### src/rtl/mips_ctrl_pkg.sv
// Shared control definitions for the branch resolve path: status-bus encodings,
// the resolver FSM state type and the default link register index.
package mips_ctrl_pkg;

   localparam logic [2:0] ST_NONE  = 3'b000;
   localparam logic [2:0] ST_BMN   = 3'b001;
   localparam logic [2:0] ST_BRZ   = 3'b010;
   localparam logic [2:0] ST_BZ    = 3'b011;
   localparam logic [2:0] ST_JMOR  = 3'b100;
   localparam logic [2:0] ST_JALM  = 3'b101;
   localparam logic [2:0] ST_JSPAL = 3'b110;
   localparam logic [2:0] ST_BEQ   = 3'b111;

   localparam int DEF_LINK_REG = 31;

   typedef enum logic {
      S_IDLE     = 1'b0,
      S_MEM_WAIT = 1'b1
   } bru_state_e;

   // Statuses whose target comes back from data memory.
   function automatic logic is_mem_status(input logic [2:0] st);
      return (st == ST_BMN) || (st == ST_JMOR) || (st == ST_JALM) || (st == ST_JSPAL);
   endfunction

endpackage

### src/rtl/branch_flag_reg.sv
// Z/N status-flag register loaded by the ALU; readers always see the stored
// (pre-update) value in the cycle a write is presented.
module branch_flag_reg (
   input  logic clk,
   input  logic rst_n,
   input  logic we_i,
   input  logic z_i,
   input  logic n_i,
   output logic z_o,
   output logic n_o
);

   logic z_q;
   logic n_q;

   // NOTE: sequential state uses non-blocking assignments so every register
   // samples pre-edge values regardless of process ordering.
   always_ff @(posedge clk or negedge rst_n) begin
      if (!rst_n) begin
         z_q <= 1'b0;
         n_q <= 1'b0;
      end else if (we_i) begin
         z_q <= z_i;
         n_q <= n_i;
      end
   end

   assign z_o = z_q;
   assign n_o = n_q;

endmodule

### src/rtl/branch_resolve_unit.sv
// Resolves the next PC from the decoder status bus, fetching memory-indirect
// targets and stalling fetch meanwhile. BRANCH_RESOLVE_TIMEOUT_EN adds a wait limit.
module branch_resolve_unit
   import mips_ctrl_pkg::*;
#(
   parameter int XLEN     = 32,
   parameter int LINK_REG = DEF_LINK_REG,
   parameter int WAIT_MAX = 15
) (
   input  logic            clk,
   input  logic            rst_n,
   input  logic            instr_valid,
   input  logic [2:0]      status,
   input  logic [XLEN-1:0] pc_plus4,
   input  logic [15:0]     imm,
   input  logic [25:0]     jtarget,
   input  logic [XLEN-1:0] rs_data,
   input  logic [XLEN-1:0] sp_data,
   input  logic            alu_zero,
   input  logic [XLEN-1:0] alu_result,
   input  logic            flag_we,
   input  logic            flag_z,
   input  logic            flag_n,
   output logic            mem_req,
   output logic [XLEN-1:0] mem_addr,
   input  logic            mem_valid,
   input  logic [XLEN-1:0] mem_rdata,
   output logic            busy,
   output logic            pc_we,
   output logic [XLEN-1:0] next_pc,
   output logic            link_we,
   output logic [4:0]      link_reg,
`ifdef BRANCH_RESOLVE_TIMEOUT_EN
   output logic            timeout_err,
`endif
   output logic [XLEN-1:0] link_data
);

   bru_state_e      state_q, state_d;
   logic [XLEN-1:0] next_pc_q, next_pc_d;
   logic [XLEN-1:0] mem_addr_q, mem_addr_d;
   logic [XLEN-1:0] pc4_q, pc4_d;
   logic            pc_we_q, pc_we_d;
   logic            link_we_q, link_we_d;
   logic            n_cap_q, n_cap_d;
   logic            cond_q, cond_d;
   logic            link_pend_q, link_pend_d;
   logic            z_flag, n_flag;
   logic [XLEN-1:0] beq_target;
   logic [XLEN-1:0] bz_target;

`ifdef BRANCH_RESOLVE_TIMEOUT_EN
   localparam int CW = $clog2(WAIT_MAX + 1);
   logic [CW-1:0] wait_cnt_q, wait_cnt_d;
   logic          timeout_q, timeout_d;
`endif

   branch_flag_reg u_flags (
      .clk   (clk),
      .rst_n (rst_n),
      .we_i  (flag_we),
      .z_i   (flag_z),
      .n_i   (flag_n),
      .z_o   (z_flag),
      .n_o   (n_flag)
   );

   assign beq_target = pc_plus4 + {{(XLEN-18){imm[15]}}, imm, 2'b00};
   assign bz_target  = {pc_plus4[XLEN-1:28], jtarget, 2'b00};

   // NOTE: every always_comb output gets a default first, so no path can
   // leave a signal unassigned and infer a latch.
   always_comb begin
      state_d     = state_q;
      next_pc_d   = next_pc_q;
      mem_addr_d  = mem_addr_q;
      pc4_d       = pc4_q;
      pc_we_d     = 1'b0;
      link_we_d   = 1'b0;
      n_cap_d     = n_cap_q;
      cond_d      = cond_q;
      link_pend_d = link_pend_q;
`ifdef BRANCH_RESOLVE_TIMEOUT_EN
      timeout_d   = 1'b0;
      wait_cnt_d  = '0;
`endif
      unique case (state_q)
         S_IDLE: begin
            if (instr_valid) begin
               pc4_d       = pc_plus4;
               n_cap_d     = n_flag;
               cond_d      = (status == ST_BMN);
               link_pend_d = (status == ST_JALM) || (status == ST_JSPAL);
               if (is_mem_status(status)) begin
                  state_d    = S_MEM_WAIT;
                  mem_addr_d = (status == ST_BMN)   ? alu_result :
                               (status == ST_JSPAL) ? sp_data    : rs_data;
               end else begin
                  pc_we_d = 1'b1;
                  unique case (status)
                     ST_BEQ:  next_pc_d = alu_zero ? beq_target : pc_plus4;
                     ST_BRZ:  next_pc_d = z_flag   ? rs_data    : pc_plus4;
                     ST_BZ:   next_pc_d = z_flag   ? bz_target  : pc_plus4;
                     default: next_pc_d = pc_plus4;
                  endcase
               end
            end
         end
         S_MEM_WAIT: begin
`ifdef BRANCH_RESOLVE_TIMEOUT_EN
            wait_cnt_d = wait_cnt_q + 1'b1;
`endif
            if (mem_valid) begin
               state_d   = S_IDLE;
               pc_we_d   = 1'b1;
               link_we_d = link_pend_q;
               next_pc_d = (!cond_q || n_cap_q) ? mem_rdata : pc4_q;
            end
`ifdef BRANCH_RESOLVE_TIMEOUT_EN
            else if (wait_cnt_q == CW'(WAIT_MAX - 1)) begin
               state_d   = S_IDLE;
               pc_we_d   = 1'b1;
               next_pc_d = pc4_q;
               timeout_d = 1'b1;
            end
`endif
         end
         default: state_d = S_IDLE;
      endcase
   end

   always_ff @(posedge clk or negedge rst_n) begin
      if (!rst_n) begin
         state_q     <= S_IDLE;
         next_pc_q   <= '0;
         mem_addr_q  <= '0;
         pc4_q       <= '0;
         pc_we_q     <= 1'b0;
         link_we_q   <= 1'b0;
         n_cap_q     <= 1'b0;
         cond_q      <= 1'b0;
         link_pend_q <= 1'b0;
      end else begin
         state_q     <= state_d;
         next_pc_q   <= next_pc_d;
         mem_addr_q  <= mem_addr_d;
         pc4_q       <= pc4_d;
         pc_we_q     <= pc_we_d;
         link_we_q   <= link_we_d;
         n_cap_q     <= n_cap_d;
         cond_q      <= cond_d;
         link_pend_q <= link_pend_d;
      end
   end

`ifdef BRANCH_RESOLVE_TIMEOUT_EN
   always_ff @(posedge clk or negedge rst_n) begin
      if (!rst_n) begin
         wait_cnt_q <= '0;
         timeout_q  <= 1'b0;
      end else begin
         wait_cnt_q <= wait_cnt_d;
         timeout_q  <= timeout_d;
      end
   end

   assign timeout_err = timeout_q;
`endif

   assign busy      = (state_q == S_MEM_WAIT);
   assign mem_req   = busy;
   assign mem_addr  = mem_addr_q;
   assign pc_we     = pc_we_q;
   assign next_pc   = next_pc_q;
   assign link_we   = link_we_q;
   assign link_reg  = 5'(LINK_REG);
   assign link_data = pc4_q;

endmodule

### config.mk
export PLATFORM = sky130hd
export DESIGN_NAME = branch_resolve_unit
export DESIGN_NICKNAME = d
export VERILOG_FILES = /design/src/rtl/mips_ctrl_pkg.sv /design/src/rtl/branch_flag_reg.sv /design/src/rtl/branch_resolve_unit.sv
export SDC_FILE = /design/constraint.sdc
export NUM_CORES = 1
export LEC_CHECK = 0
export BUFFER_PORTS_ARGS = -buffer_cell sky130_fd_sc_hd__buf_2
export CAP_MARGIN = 10
export CORE_MARGIN = 4
export CORE_UTILIZATION = 46
export CTS_BUF_LIST = sky130_fd_sc_hd__clkbuf_4 sky130_fd_sc_hd__clkbuf_8
export CTS_CLUSTER_SIZE = 30
export DETAILED_ROUTE_END_ITERATION = 10
export GPL_TIMING_DRIVEN = 0
export PLACE_DENSITY = 0.8
export SYNTH_ARGS = -nofsm -noshare
export SYNTH_HDL_FRONTEND = slang
export SYNTH_SLANG_ARGS = --single-unit
### constraint.sdc
create_clock -name clk -period 1.7 [get_ports clk]
set_input_delay 0.34 -clock clk [delete_from_list [all_inputs] [get_ports clk]]
set_output_delay 0.34 -clock clk [all_outputs]
set_load 0.02 [all_outputs]
==> results.txt <==
The flow ran to the end, but the final reports show violations. The checks that failed: negative setup slack. STA classifies the critical path endpoint as a flop. The all-layer global routing usage came out at 0.347. The core footprint is around 16,000 µm². The die height is 137 µm. The die area is 18,800 µm². The total wire length came out at 34.7 mm. The setup slack of the worst register-to-register path came out at -0.11 ns. After legalization and detailed placement, the total HPWL measured about 26 mm. The worst path setup slack after routing is -0.265 ns.

The routed wirelength normalized by instance count came out at 21.9 µm. In this run the number of cells on the critical path is 10. The signal on the critical path passes through buf_8 -> ha_4 -> fa_2 -> a211oi_4 -> o21ai_2 -> nand4_1 -> nand2_2 -> a311oi_2 -> xor2_1 -> o21ai_1. The sequential-to-total area share from yosys stat came out at 0.339. The maximum number of pins on one net before global-route repair came out at between 60 and 70. The count of cell types in the netlist is 63. The via count of the first global-routing pass came to between 8k and 9k. After synthesis, the share of flip-flops with an asynchronous set or reset is 1.00. The worst reg-to-reg path cell count came out at 9. The number of placement rows came out at 46. The via count is 9,453. The count of input and output buffers is 311. For met2 alone, demand over resource in global routing was 0.571. The maximum vdd ir drop came out at 537 µV.

Data arrives at the worst endpoint at 2.25 ns. In this design, the stage delay of the slowest critical-path cell is 0.38 ns. The number of antenna violations at the first check in global routing came out at 7. The post-synthesis share of cell area spent on full adders, half adders and majority gates came out at 0.0498. For this run, the number of standard cells in the final layout without fillers is about 1.6k.

TritonCTS built the clock tree. The maximum count of clock buffers along a single path is 2. The synthesis warning total is 0. The biggest area contributor in the post-synthesis netlist is sky130_fd_sc_hd__dfrtp_1. The count of nets left with antenna violations after detail routing is 0. The shortest clock period the worst path allows after layout came out at 1.96 ns. In this run, post-CTS hold repair placed 0 buffers.

The net count of the finished layout is 1,604. The top fanout value on the critical path came out at 3. The number of max-slew violations in the final report came out at 0. The number of DRC violations after detailed routing is 0.

The worst clock skew is 0.0136 ns. The simple logic cell fraction of the synthesized area is 0.212. The number of hold-slack violations in the final timing report is 0. The later-pin clock latency in the skew report is 0.40 ns. By area the synthesized netlist is led by sky130_fd_sc_hd__dfrtp_1, sky130_fd_sc_hd__nand2_1, sky130_fd_sc_hd__o21ai_0, sky130_fd_sc_hd__mux2i_1, sky130_fd_sc_hd__a21oi_1. The total iterations of the first detailed-routing run is 6. The final worst hold slack came out at 0.0528 ns. The number of clock buffers added by TritonCTS is 9. Setup repair after global routing could not meet its margin everywhere. The path class of the tightest hold or removal check is input pin to asynchronous set/reset pin. The worst setup path startpoint is imm[0]. In the finished design, the share of the clock period the worst path needs comes to 1.16. In this run the horizontal extent of the chip is roughly 140 µm. The post-synthesis instance area is around 7700 µm². On the critical path, the stage with the largest delay is an instance of sky130_fd_sc_hd__fa_2. The weighted congestion reported at the end of routability-driven placement came out at 0.981. The synthesis-to-layout area growth is 46.9%. The tree is rooted in a sky130_fd_sc_hd__clkbuf_8.

The post-synthesis compound-gate area fraction came out at 0.240. For this run, the share of the core covered by cells in the final layout is 0.700. The capture point of the worst path is next_pc[18]$_DFFE_PN0P_. The count of clock tree sinks came out at 104. The met1 usage in global routing is 0.433. The critical path buffer and inverter count came out at 1. The number of placed I/O pins is between 300 and 400.

Setup violations remaining at the end of the flow were counted as 21. The number of synthesized flops with an enable pin is 0. The highest achievable clock rate is between 500 and 600 MHz. The type of origin of the critical path is an input pin. After synthesis, the largest family of logic cells by area is compound AO/OA/AOI/OAI gates. The global-route wire length before repair came out at between 40 and 50 mm. For the pin with the worst max-slew slack, the measured transition is ~0.9 ns. On the critical path the largest part of the delay comes from compound AO/OA/AOI/OAI gates.

Of the total synthesized cell area, the portion taken by XOR and XNOR cells is 0.0262. Using the TritonRoute via totals, the vias-per-cell ratio works out to 5.95. The required arrival time at the worst endpoint is 1.99 ns. The portion of synthesized cell area occupied by the leading cell type is 0.339. In this run the critical register-to-register path is launched from busy$_DFF_PN0_. met2 is the most crowded layer. The synthesized area per cell came out at 7.74 µm². The number of cells in the design after placement came out at roughly 1.5k.

The met3 routing resource usage after global routing is 0.0654. The worst setup path is of the input pin to flop kind. The synthesized instance count is 993. Clock-pin slew was measured on the worst setup and hold paths at 0.10 ns. The violation count after the first detailed-route iteration is about 900.

The overall overflow remaining after global route came out at 0. The number of maximum-capacitance violations is 0. In this run, synthesis produced a sequential element count of ~100.

In this run the tightest slew margin relative to its limit is 0.385. The H-tree depth came out at 3. In this run the power density over the cells is 863 nW/µm². After synthesis, the share of cell area in mux cells is 0.0853. The standby leakage power is roughly 5.6 nW. The most used flip-flop cell after synthesis is sky130_fd_sc_hd__dfrtp_1. The effective utilization at floorplan is 0.477. Of the cells placed in the final design, the portion with a size suffix greater than 1 is 0.421. The endpoint identified for the worst register-to-register timing path is next_pc[30]$_DFFE_PN0P_.
[power breakdown]
group          internal, mW  switching, mW  leakage (nW)  total (mW)
combinational          1.81           2.80          4.18        4.61
clock                 0.830          0.938         0.102        1.77
sequential             3.03          0.337          1.27        3.37
total                  5.67           4.07          5.55        9.74
[layout make-up]
class | instances | area (µm²)
clock buffers | 10 | 131
multi-input cells | 808 | 5560
diodes | 8 | 20.0
well taps | 216 | 270
repair buffers | 362 | 2130
clock inverters | 4 | 72.6
inverters | 10 | 43.8
fillers | 1316 | 4830
plain buffers | 66 | 462
flip-flops and latches | 104 | 2610
[repair_timing]
item                       CTS  global route
buffers inserted            31            21
gates resized for setup    142           116
pin swaps                   44            65
setup endpoints to repair   98            83
[cell families (layout without fill, tap and decap cells)]
kind of cell,Yosys count,after routing
and+or+nand+nor,395,395
AOI/OAI and AO/OA,292,292
DFF,104,104
buffers and inverters,85,452
muxes,63,63
adders and majority gates,30,30
xor gates and xnor gates,23,23
other,1,13
[worst min-delay path by stage]
stage / start / end / slack, ns / cells after the start
finish: rst_n / next_pc[6]$_DFFE_PN0P_ / 0.05 / 1
CTS: rst_n / link_data[6]$_DFFE_PN0P_ / 0.09 / 1
global route: rst_n / link_data[5]$_DFFE_PN0P_ / 0.12 / 1
floorplan: rst_n / busy$_DFF_PN0_ / 0.04 / 0
detailed placement: link_pend_q$_DFFE_PN0P_ / link_pend_q$_DFFE_PN0P_ / 0.46 / 2
global placement: mem_addr[14]$_DFFE_PN0P_ / mem_addr[14]$_DFFE_PN0P_ / 0.45 / 2
[cells in the mapped netlist (all sizes together) (5+ instances only)]
library cell	number
nand3	18
xor2	12
dfrtp	104
nor2b	5
a221oi	22
a211oi	11
xnor2	11
clkbuf	45
o31ai	5
a31oi	8
ha	29
inv	10
a311oi	9
mux2	20
a21o	9
mux2i	43
nand4	13
buf	30
o21ai	98
and3	8
nand2	265
a21oi	83
nor2	64
o211ai	7
a22o	5
nor3	6
[placed cells by master, fill, tap and decap left out, types with 20 or more instances in the layout]
cell type / instances
sky130_fd_sc_hd__buf_2: 300
sky130_fd_sc_hd__nand2_1: 256
sky130_fd_sc_hd__dfrtp_1: 102
sky130_fd_sc_hd__o21ai_0: 69
sky130_fd_sc_hd__a21oi_1: 65
sky130_fd_sc_hd__buf_4: 61
sky130_fd_sc_hd__nor2_1: 55
sky130_fd_sc_hd__mux2i_1: 43
sky130_fd_sc_hd__ha_4: 23
sky130_fd_sc_hd__buf_6: 22
sky130_fd_sc_hd__clkbuf_2: 21
sky130_fd_sc_hd__o21ai_1: 20
sky130_fd_sc_hd__mux2_2: 20
sky130_fd_sc_hd__a221oi_1: 20
[layer usage]
layer | vias to the layer above | share of wire
met2 | 585 | 0.47
met3 | 121 | 0.10
met4 | 2 | 0.055
met5 | - | 0.00037
li1 | 4271 | -
met1 | 4474 | 0.37
[worst reg2reg max path: stages, from the launching register on]
cell and delay (ns):
sky130_fd_sc_hd__dfrtp_2 0.43, sky130_fd_sc_hd__clkbuf_8 0.17, sky130_fd_sc_hd__nor2b_4 0.13, sky130_fd_sc_hd__nand3_2 0.10
sky130_fd_sc_hd__and2_4 0.19, sky130_fd_sc_hd__buf_4 0.20, sky130_fd_sc_hd__a21oi_1 0.15, sky130_fd_sc_hd__o21ai_0 0.09
sky130_fd_sc_hd__a21oi_1 0.14, sky130_fd_sc_hd__o211ai_1 0.11
[metrics by stage]
step                instance area, µm²  power (mW)  setup WS (ns)  setup TNS, ns
detailed placement                9840        7.37         -0.921         -39.42
floorplan                         7990        5.77         -0.393          -4.53
CTS                              10800        9.39         -0.255          -2.78
finish                           11300        9.74         -0.265          -3.30
global route                     11300        10.2         -0.342          -4.62
global placement                  9810        7.30          -1.17        -138.36
(Power assumes the default switching activity.)
